**config.mk**
```make
export PLATFORM = sky130hd
export DESIGN_NAME = bus_arbiter
export DESIGN_NICKNAME = d
export VERILOG_FILES = /design/src/rtl/bus_arb_pkg.sv /design/src/rtl/rr_picker.sv /design/src/rtl/bus_arbiter.sv
export SDC_FILE = /design/constraint.sdc
export NUM_CORES = 1
export LEC_CHECK = 0
export ABC_AREA = 1
export CAP_MARGIN = 20
export CORE_MARGIN = 10
export CORE_UTILIZATION = 30
export DETAILED_ROUTE_END_ITERATION = 8
export GPL_TIMING_DRIVEN = 0
export PLACE_DENSITY = 0.68
export SLEW_MARGIN = 10
export SYNTH_ARGS = -nofsm -noshare
export SYNTH_HDL_FRONTEND = slang
export SYNTH_SLANG_ARGS = --single-unit
```
**constraint.sdc**
```tcl
create_clock -name clk_i -period 2.5 [get_ports clk_i]
set_input_delay 0.375 -clock clk_i [delete_from_list [all_inputs] [get_ports clk_i]]
set_output_delay 0.375 -clock clk_i [all_outputs]
set_load 0.03 [all_outputs]
```
**src/rtl/bus_arb_pkg.sv**
```systemverilog
// Shared types and default widths for the round-robin bus arbiter.
package bus_arb_pkg;

    // FSM encoding, also driven onto the bus interface state field.
    typedef enum logic [2:0] {
        StIdle    = 3'd0,
        StGrant   = 3'd1,
        StXfer    = 3'd2,
        StRelease = 3'd3
    } arb_state_t;

    localparam int unsigned AW_DEF = 8;
    localparam int unsigned DW_DEF = 8;

endpackage

```
**src/rtl/rr_picker.sv**
```systemverilog
// Combinational round-robin priority encoder: first set request at or after
// ptr_i, searching upward and wrapping NREQ-1 -> 0.
module rr_picker
    import bus_arb_pkg::*;
#(
    parameter int unsigned NREQ = 4,
    parameter int unsigned IdxW = $clog2(NREQ)
) (
    input  logic [NREQ-1:0] req_i,
    input  logic [IdxW-1:0] ptr_i,
    output logic            any_o,
    output logic [IdxW-1:0] idx_o
);

    logic [IdxW-1:0] cand;

    // Walk offsets from farthest to nearest so the nearest set bit wins last.
    always_comb begin
        any_o = 1'b0;
        idx_o = '0;
        cand  = '0;
        for (int off = int'(NREQ) - 1; off >= 0; off--) begin
            cand = IdxW'((int'(ptr_i) + off) % int'(NREQ));
            if (req_i[cand]) begin
                any_o = 1'b1;
                idx_o = cand;
            end
        end
    end

endmodule

```
**src/rtl/bus_arbiter.sv**
```systemverilog
// Round-robin arbiter and sequencer sharing one address/data bus among NREQ
// requesters, with a per-tenure hold timeout.
module bus_arbiter
    import bus_arb_pkg::*;
#(
    parameter int unsigned NREQ     = 4,
    parameter int unsigned MAX_HOLD = 8,
    parameter int unsigned AW       = AW_DEF,
    parameter int unsigned DW       = DW_DEF
) (
    input  logic                     clk_i,
    input  logic                     rst_ni,
    input  logic [NREQ-1:0]          req_i,
    input  logic [NREQ-1:0]          done_i,
    input  logic [NREQ*AW-1:0]       addr_in_i,
    input  logic [NREQ*DW-1:0]       data_in_i,
    output logic [NREQ-1:0]          gnt_o,
    output logic [AW-1:0]            bus_addr_o,
    output logic [DW-1:0]            bus_data_o,
    output logic                     bus_valid_o,
    output logic [$clog2(NREQ)-1:0]  owner_o,
    output logic [2:0]               state_o,
    output logic                     timeout_err_o
);

    localparam int unsigned IdxW  = $clog2(NREQ);
    localparam int unsigned HoldW = $clog2(MAX_HOLD + 1);

    arb_state_t       state_q;
    logic [IdxW-1:0]  ptr_q, ptr_d;
    logic [IdxW-1:0]  owner_q;
    logic [HoldW-1:0] hold_q, hold_d;
    logic [NREQ-1:0]  gnt_q;
    logic             valid_q;

    logic             pick_any;
    logic [IdxW-1:0]  pick_idx;
    logic             owner_end;
    logic             hold_limit;
    logic             timeout;

    rr_picker #(
        .NREQ (NREQ),
        .IdxW (IdxW)
    ) u_rr_picker (
        .req_i (req_i),
        .ptr_i (ptr_q),
        .any_o (pick_any),
        .idx_o (pick_idx)
    );

    // Tenure end conditions; owner-initiated release takes precedence over timeout.
    always_comb begin
        owner_end  = done_i[owner_q] | ~req_i[owner_q];
        hold_limit = (hold_q >= HoldW'(MAX_HOLD - 1));
        timeout    = ~owner_end & hold_limit;
        ptr_d      = (owner_q == IdxW'(NREQ - 1)) ? '0 : owner_q + 1'b1;
        hold_d     = (hold_q == {HoldW{1'b1}}) ? hold_q : hold_q + 1'b1;
    end

    // Arbitration FSM with registered grant and valid.
    always_ff @(posedge clk_i or negedge rst_ni) begin
        if (!rst_ni) begin
            state_q <= StIdle;
            ptr_q   <= '0;
            owner_q <= '0;
            hold_q  <= '0;
            gnt_q   <= '0;
            valid_q <= 1'b0;
        end else begin
            case (state_q)
                StIdle: begin
                    if (pick_any) begin
                        owner_q <= pick_idx;
                        gnt_q   <= {{(NREQ-1){1'b0}}, 1'b1} << pick_idx;
                        state_q <= StGrant;
                    end
                end
                StGrant: begin
                    hold_q  <= '0;
                    valid_q <= 1'b1;
                    state_q <= StXfer;
                end
                StXfer: begin
                    hold_q <= hold_d;
                    if (owner_end || timeout) begin
                        gnt_q   <= '0;
                        valid_q <= 1'b0;
                        state_q <= StRelease;
                    end
                end
                StRelease: begin
                    ptr_q   <= ptr_d;
                    state_q <= StIdle;
                end
                default: begin
                    gnt_q   <= '0;
                    valid_q <= 1'b0;
                    state_q <= StIdle;
                end
            endcase
        end
    end

    // Bus mux: owner's slice only while transferring, zero otherwise.
    always_comb begin
        bus_addr_o = '0;
        bus_data_o = '0;
        if (state_q == StXfer) begin
            bus_addr_o = addr_in_i[owner_q * AW +: AW];
            bus_data_o = data_in_i[owner_q * DW +: DW];
        end
    end

    // Output wiring; the timeout pulse reacts to done in the same cycle.
    always_comb begin
        gnt_o         = gnt_q;
        bus_valid_o   = valid_q;
        owner_o       = owner_q;
        state_o       = state_q;
        timeout_err_o = (state_q == StXfer) & timeout;
    end

endmodule

```
* After elaboration in Yosys (flattened, before gate mapping) *
Cells that the tools add are included.

cells by class
  $add $sub $neg = 5
  multipliers = 0
  divide/modulo/power cells = 0
  magnitude comparators = 6
  equality and inequality tests = 8
  shift-type cells = 3
  mux-type cells = 33
  bitwise gates (word level) = 7
  reduce and logical (&&, ||, !) cells = 10

operators by type and width
  kind                                                                count
  variable part select 32 x 6 -> 8 bit                                2
  two-way mux 8 bit                                                   2
  less-than comparator 2 x 3 -> 1 bit (second input constant)         5
  binary-select mux 1 bit (select 2 bit)                              6
  two-way mux 4 bit                                                   3
  one-hot mux 4 bit (3 select lines)                                  1
  two-way mux 1 bit                                                   11
  two-way mux 2 bit                                                   5
  one-hot mux 3 bit (3 select lines)                                  1
  one-hot mux 4 bit (2 select lines)                                  1
  AND reduction 2 bit                                                 4
  == test 3 x 2 -> 1 bit (second input constant)                      2
  two-way mux 3 bit                                                   2
  != test 2 bit (second input constant)                               3
  adder 2 x 1 -> 2 bit (second input constant)                        2
  adder 2 bit (second input constant)                                 2
  adder 4 x 1 -> 4 bit (second input constant)                        1
  == test 4 bit (second input constant)                               1
  greater-or-equal comparator 4 x 3 -> 1 bit (second input constant)  1
  inverter 1 bit                                                      4
  OR reduction 2 bit                                                  2
  << shifter 1 x 2 -> 4 bit (first input constant)                    1
  == test 3 x 1 -> 1 bit (second input constant)                      1
  logical NOT 3 bit                                                   1
  7 further kinds                                                     8

word-level totals
  bits in registers = 16
  latch bits = 0
  bits in writable memories = 0
  memory bits (read-only) = 0
  bits of input ports = 74
  output and inout port bits = 27
  memories kept = 0

* Depth between registers and ports, before layout *
Gate-level depths: netlist of run 1.

  word-level depth = 10
  mapped depth = 13
  gate-level depth less buffers = 12

* Cells and area by module *
A second synthesis of run 1 with hierarchy kept.

second synthesis, totals
  cell total of the unflattened synthesis = 271
  area total of the unflattened synthesis = 1657.8 um^2

modules (own cells, without submodules)
  module       times used  cells each  area each (um^2)  seq. area each (um^2)
  bus_arbiter  1           225         1445.1            375.4
  rr_picker    1           46          212.7             0.0

* Least setup slack after synthesis of run 1 *
Ideal clock, no wire load.

  path kind = flip-flop to output port
  from = register state_q[0], in the netlist state_o[0]
  to = output bus_addr_o[0]
  arrival = 1.928 ns
  required time = 2.125 ns
  path slack = 0.197 ns
  stages on the path, launching flop included = 7
  path buffers = 2
  cells stage by stage = dfrtp_1 -> inv_1 -> ha_1 -> clkbuf_1 -> clkinv_1 -> buf_1 -> a21oi_1

on the way
  longest elaborated chain between the ends = 2

ends and longest elaborated chain
  what                    line                source
  from (decl)             bus_arbiter.sv:29   arb_state_t state_q;
  from (signal assigned)  bus_arbiter.sv:64   state_q <= StIdle;
  from (signal assigned)  bus_arbiter.sv:76   state_q <= StGrant;
  from (signal assigned)  bus_arbiter.sv:82   state_q <= StXfer;
  == test 3 x 2 -> 1 bit  bus_arbiter.sv:109  if (state_q == StXfer) begin
  two-way mux 8 bit       bus_arbiter.sv:109
  to (decl)               bus_arbiter.sv:18   output logic [AW-1:0] bus_addr_o,

No other way between the ends.

* Final worst setup path of run 1 *
  from = register state_q[0], in the netlist state_o[0]
  to = output bus_data_o[5]

on the way
  longest elaborated chain between the ends = 2

ends and longest elaborated chain
  what                    line                source
  == test 3 x 2 -> 1 bit  bus_arbiter.sv:109
  two-way mux 8 bit       bus_arbiter.sv:109
  to (decl)               bus_arbiter.sv:19   output logic [DW-1:0] bus_data_o,

No other way between the ends.

==> results of run 1 <==
## cells in the final DEF, fill, tap and decap left out, types with 6 or more instances in the layout
master / count
clkdlybuf4s50_1: 82
nor2_1: 68
clkbuf_2: 8
nand2_2: 6
nand3_1: 12
a21oi_1: 19
clkdlybuf4s15_2: 10
nand2_1: 52
dfrtp_1: 15
inv_1: 13
o21ai_0: 40
dlygate4sd2_1: 7
## registers in the layout (all words and copies together) (netlist names)
| name | count |
|---|---|
| hold_q | 4 |
| gnt_o | 4 |
| state_o | 2 |
| owner_o | 2 |
| bus_valid_o | 1 |
| ptr_q | 2 |
## logic make-up (layout without fill, tap and decap cells)
group	count (synthesis)	count (layout)
AO/OA/AOI/OAI	65	65
adder cells (fa/ha/maj)	6	6
buffers and inverters	35	137
flip-flops	15	15
multiplexers	1	1
other	1	1
AND/OR/NAND/NOR	149	149
## stage by stage
step | power [mW] | utilization [%] | instances | setup WS, ns | hold slack, ns
global route | 3.34 | 53.1 | 444 | 0.000105 | 0.525
detailed placement | 2.87 | 51.9 | 441 | -0.330 | 0.476
finish | 3.01 | 53.1 | 444 | 0.187 | 0.484
global placement | 2.85 | 51.9 | 441 | -0.339 | 0.466
floorplan | 2.05 | - | 272 | 0.197 | 0.0794
CTS | 3.04 | 52.9 | 444 | 0.00770 | 0.491
## worst reg2reg max path: cells and delay by family (launching register included)
family	cells	cell delay [ns]
buffers and inverters	2	0.31
AO/OA/AOI/OAI	1	0.16
AND/OR/NAND/NOR	6	0.75
flip-flops	1	0.41
## cell type report
type                       count  share of cell area, %
timing repair buffer          99                   36.5
sequential                    15                   13.8
multi-input combinational    222                   38.8
inverter                      21                   3.30
buffer                        13                   2.75
clock buffer                   3                   1.51
clock inverter                 1                  0.183
tap                           70                   3.21
## path summary, 6_finish.rpt
path                             from  slack, ns            end
max                        state_o[0]       0.19  bus_data_o[5]
min                          gnt_o[3]       0.48       gnt_o[3]
max reg2reg                owner_o[0]       0.77       gnt_o[3]
min reg2reg                  gnt_o[3]       0.48       gnt_o[3]
max in group asynchronous      rst_ni       1.52       gnt_o[2]
min in group asynchronous      rst_ni       0.54      hold_q[0]
## report_power, final
| part | total (mW) | switching (mW) | internal (mW) |
|---|---|---|---|
| clock network | 0.195 | 0.0845 | 0.110 |
| registers | 0.432 | 0.0834 | 0.348 |
| logic | 2.39 | 1.51 | 0.877 |
## routing by layer
metal  vias up  GRT usage (%)
met1       912           15.1
met3         6           6.62
li1       1086              -
met2        63           23.9
met5         -              0
met4         0           2.83
==> results.sh, run 1 <==
export IMPL_status="complete, no violations"
export IMPL_synth_edf_count=0
export IMPL_synth_area_leaders="dfrtp_1, nor2_1, o21ai_0, nand2_1, a21oi_1"
export IMPL_crit_buf_inv=4
export IMPL_tightestPinTransition_ns=0.691
export IMPL_drt_iter0_drc=116
export IMPL_final_nets=455
export IMPL_synth_main_ff_cell="dfrtp_1"
export IMPL_synth_nets=352
export IMPL_critical_path_endpoint_type="output port"
export IMPL_drtPass1Iterations=4
export IMPL_antenna_found_initial=0
export IMPL_wl_met1_mm=2.40
export IMPL_vias_per_cell=4.66
export IMPL_yosysWarnings=0
export IMPL_die_w_microns=92.8
export IMPL_core_region_area_sq_um=5140
export IMPL_hold_buffers=0
export IMPL_row_count=26
export IMPL_synth_compound_area_share_pct=21.2
export IMPL_path_depth=6
export IMPL_critPathMaxStageDelay_ns=0.41
export IMPL_r2r_cells=9
export IMPL_setup_violations=0
export IMPL_drive_gt1_share_pct=12.3
export IMPL_avgRoutedWirePerCell_microns=13.7
export IMPL_slew_viol_final=0
export IMPL_multi_input_area_sq_um=1060
export IMPL_yosys_area_top_type="dfrtp_1"
export IMPL_drv_cap=0
export IMPL_fin_crit_ns=2.31
export IMPL_cts_buffers=3
export IMPL_critical_path_max_fanout=10
export IMPL_dieHeight_microns=92.8
export IMPL_leakagePower_nw=1.24
export IMPL_p_per_area_nw_per_um2=1100
export IMPL_synthAdderAreaFrac_pct=4.72
export IMPL_synth_top_family_by_area="simple AND/OR/NAND/NOR gates"
export IMPL_synth_top_cell_area_share_pct=23.6
export IMPL_cts_root_buf="clkbuf_8"
export IMPL_finalSetupTns_ns=0
export IMPL_grt_setup_unrepaired="no"
export IMPL_ff_latch_area_sq_um=375
export IMPL_syn_avg_cell_area_sq_um=5.85
export IMPL_synthSimpleGateAreaFrac_pct=39.7
export IMPL_io_buffers=99
export IMPL_htree_levels=1
export IMPL_area_growth_pct=71.6
export IMPL_async_flop_share_pct=100
export IMPL_place_congestion=0.857
export IMPL_ys_seq_area_share_pct=23.6
export IMPL_ant_nets=0
export IMPL_worstSkewPairLatency_ns=0.25
export IMPL_drt_total_wl_mm=6.07
export IMPL_required_ns=2.12
export IMPL_max_freq_mhz=432
export IMPL_period_share_pct=92.5
export IMPL_path_class="flop to output port"
export IMPL_wl_met2_mm=2.94
export IMPL_cts_sinks=15
export IMPL_fin_worst_skew_ns=0.00476
export IMPL_cts_tree="yes"
export IMPL_start_util_pct=30.9
export IMPL_syn_instance_count=272
export IMPL_crit_path_cell_trace="inv_1 -> ha_2 -> clkinv_2 -> clkbuf_2 -> a21oi_1 -> clkdlybuf4s15_2"
export IMPL_hold_class="flop to flop"
export IMPL_grt_overflow=0
export IMPL_first_global_vias=2079
export IMPL_diodes=0
export IMPL_pin_count=101
export IMPL_cts_setup_buffers=0
export IMPL_hold_violations=0
export IMPL_wl_met3_microns=635
export IMPL_yosysMostFrequentCell="nor2_1"
export IMPL_place_detailed_hpwl_mm=5.10
export IMPL_dpl_cell_area_sq_um=2670
export IMPL_grt_max_degree=16
export IMPL_num_vias=2067
export IMPL_synthMuxAreaShare_pct=0.629
export IMPL_critPathLaunchType="flop"
export IMPL_synth_seq_cells=15
export IMPL_cts_buffer_depth=2
export IMPL_post_cts_resized=42
export IMPL_fill_cells=552
export IMPL_stdcell_area_sq_um=2730
export IMPL_drc_errors=0
export IMPL_grt_usage_pct=13.9
export IMPL_dieArea_sq_um=8610
export IMPL_synth_xor_area_share_pct=0
export IMPL_top_layer_used="met4"
export IMPL_synthTopCellsByCount="nor2_1, nand2_1, o21ai_0"
export IMPL_whs_path_depth=2
export IMPL_grt_pass1_wl_mm=9.97
export IMPL_synth_area_sq_um=1590
export IMPL_crit_slowest_cell="dfrtp_1"
export IMPL_critPathArrivalTime_ns=1.94
export IMPL_ir_drop_mv=0.380
export IMPL_critPathTopFamily="buffers and inverters"
export IMPL_synth_cell_types=30
export IMPL_max_slew_margin_pct=53.8
export IMPL_clkTransAtPathRegs_ns=0.06
(Power assumes the default switching activity.)
==> run 2, diff against run 1 <==
--- a/config.mk
+++ b/config.mk
@@ -12,6 +12,7 @@
 export DETAILED_ROUTE_END_ITERATION = 8
 export GPL_TIMING_DRIVEN = 0
 export PLACE_DENSITY = 0.68
+export SKIP_CTS_REPAIR_TIMING = 1
 export SLEW_MARGIN = 10
 export SYNTH_ARGS = -nofsm -noshare
 export SYNTH_HDL_FRONTEND = slang
==> run 2 against run 1 <==
  * Maximum frequency up 0.25%
  * Die area is the same
  * Cell count stayed put
  * Clock skew about the same
  * Largest cell class is now multi-input gates
  * Critical path depth unchanged
  * Core utilization decreased by 0.85 points
==> results.sh, run 2 (synthesized netlist as in run 1, its figures left out) <==
export IMPL_status="complete, no violations"
export IMPL_critical_path_max_fanout=10
export IMPL_crit_start="state_o[0]"
export IMPL_fin_crit_ns=2.31
export IMPL_vias_per_cell=4.68
export IMPL_fin_util_pct=52.2
export IMPL_stdcell_count=444
export IMPL_dieHeight_microns=92.8
export IMPL_period_share_pct=92.3
export IMPL_core_region_area_sq_um=5140
export IMPL_io_buffers=99
export IMPL_fin_ws_ns=0.192
export IMPL_r2r_cells=9
export IMPL_place_congestion=0.857
export IMPL_max_slew_margin_pct=54.1
export IMPL_path_class="flop to output port"
export IMPL_grt_overflow=0
export IMPL_leakagePower_nw=1.32
export IMPL_drt_total_wl_mm=5.98
export IMPL_grt_pass1_wl_mm=9.83
export IMPL_hold_violations=0
export IMPL_fin_worst_skew_ns=0.00480
export IMPL_cts_buffers=3
export IMPL_cts_root_buf="clkbuf_8"
export IMPL_cts_sinks=15
export IMPL_antenna_found_initial=0
export IMPL_use_met1_pct=15.0
export IMPL_r2r_start="owner_o[0]"
export IMPL_htree_levels=1
export IMPL_hold_class="flop to flop"
export IMPL_net_switching_power_mw=1.67
export IMPL_drv_cap=0
export IMPL_switching_share_pct=56.2
export IMPL_critical_path_endpoint_type="output port"
export IMPL_use_met3_pct=6.62
export IMPL_p_comb_share_pct=78.9
export IMPL_rr_endpoint="gnt_o[1]"
export IMPL_p_per_area_nw_per_um2=1110
export IMPL_area_growth_pct=68.8
export IMPL_tightestPinTransition_ns=0.686
export IMPL_drtPass1Iterations=4
export IMPL_cts_buffer_depth=2
export IMPL_place_detailed_hpwl_mm=5.10
export IMPL_drt_iter0_drc=105
export IMPL_max_freq_mhz=433
export IMPL_layout_commonest_cell="clkdlybuf4s50_1"
export IMPL_ir_drop_mv=0.353
export IMPL_die_w_microns=92.8
export IMPL_ant_nets=0
export IMPL_drc_errors=0
export IMPL_pin_count=101
export IMPL_num_vias=2076
export IMPL_critPathLaunchType="flop"
export IMPL_start_util_pct=30.9
export IMPL_power_mw=2.97
export IMPL_whs_ns=0.483
export IMPL_required_ns=2.12
export IMPL_dieArea_sq_um=8610
export IMPL_grt_usage_pct=13.6
export IMPL_grt_setup_unrepaired="no"
export IMPL_setup_violations=0
export IMPL_gr_usage_met2_pct=23.2
export IMPL_grt_max_degree=16
export IMPL_fill_cells=556
export IMPL_seqPwrFrac_pct=14.5
export IMPL_grt_busiest_layer="met2"
export IMPL_final_nets=455
export IMPL_p_int_mw=1.30
export IMPL_critPathArrivalTime_ns=1.93
export IMPL_endpoint="bus_data_o[4]"
export IMPL_r2r_setup_slack_ns=0.78
export IMPL_dp_slack_ns=-0.330
export IMPL_avgRoutedWirePerCell_microns=13.5
export IMPL_diodes=0
export IMPL_row_count=26
export IMPL_clkTransAtPathRegs_ns=0.06
export IMPL_cts_tree="yes"
export IMPL_drive_gt1_share_pct=11.2
export IMPL_worstSkewPairLatency_ns=0.25
export IMPL_final_cell_mix="clkdlybuf4s50_1, nor2_1, nand2_1"
export IMPL_first_global_vias=2058
export IMPL_power_frac_clock_pct=6.6
export IMPL_numPlacedInstances=441
export IMPL_slew_viol_final=0
## run 2: cell count changes in the layout (fill, tap and decap cells not counted), sizes merged
cell / change
inv: +1
dlygate4sd2: -7
dlymetal6s2s: +7
clkbuf: +9
clkinv: -1
buf: +1
clkdlybuf4s15: -10
## run 2: layer usage
layer / share of wire (%) / wire length (microns)
met1: 39 / 2350
met4: 1.5 / 89
met2: 49 / 2930
met3: 10 / 608
met5: 0 / 0
## run 2: stage by stage
stage	instance area, sq um	setup TNS, ns
floorplan	1590	0
global placement	2670	-3.53
detailed placement	2670	-3.17
CTS	2720	-7.91
global route	2690	0
finish	2690	0
## run 2: layout make-up
cell class                 instances  area [sq um]  share of cell area, %
timing repair buffer              99           958                   35.7
sequential                        15           375                   14.0
tap                               70          87.6                   3.26
multi-input combinational        222          1060                   39.4
clock inverter                     1          5.00                  0.186
buffer                            13          71.3                   2.66
clock buffer                       3          41.3                   1.54
inverter                          21          88.8                   3.31
## run 2: critical path, stage by stage, from the launching register on
cell and delay (ns):
dfrtp_1 0.41, inv_1 0.12, ha_1 0.32, inv_2 0.14, buf_1 0.27, a21oi_1 0.18
clkbuf_2 0.24
## run 2: power by group through the flow
stage               sequential [mW]  combinational [mW]  clock (mW)
global placement              0.436                2.41           0
finish                        0.431                2.34       0.195
CTS                           0.434                2.44       0.202
detailed placement            0.437                2.43           0
global route                  0.447                2.62       0.215
floorplan                     0.552                1.50           0
## run 2: worst min path at each step
stage	to	slack, ns	start	cells after the start
final	gnt_o[3]	0.48	gnt_o[3]	2
after global routing	gnt_o[3]	0.52	gnt_o[3]	2
after CTS	gnt_o[0]	0.49	gnt_o[0]	2
after detailed placement	gnt_o[0]	0.48	gnt_o[0]	2
after global placement	gnt_o[3]	0.47	gnt_o[3]	2
after floorplan	bus_valid_o	0.08	rst_ni	0
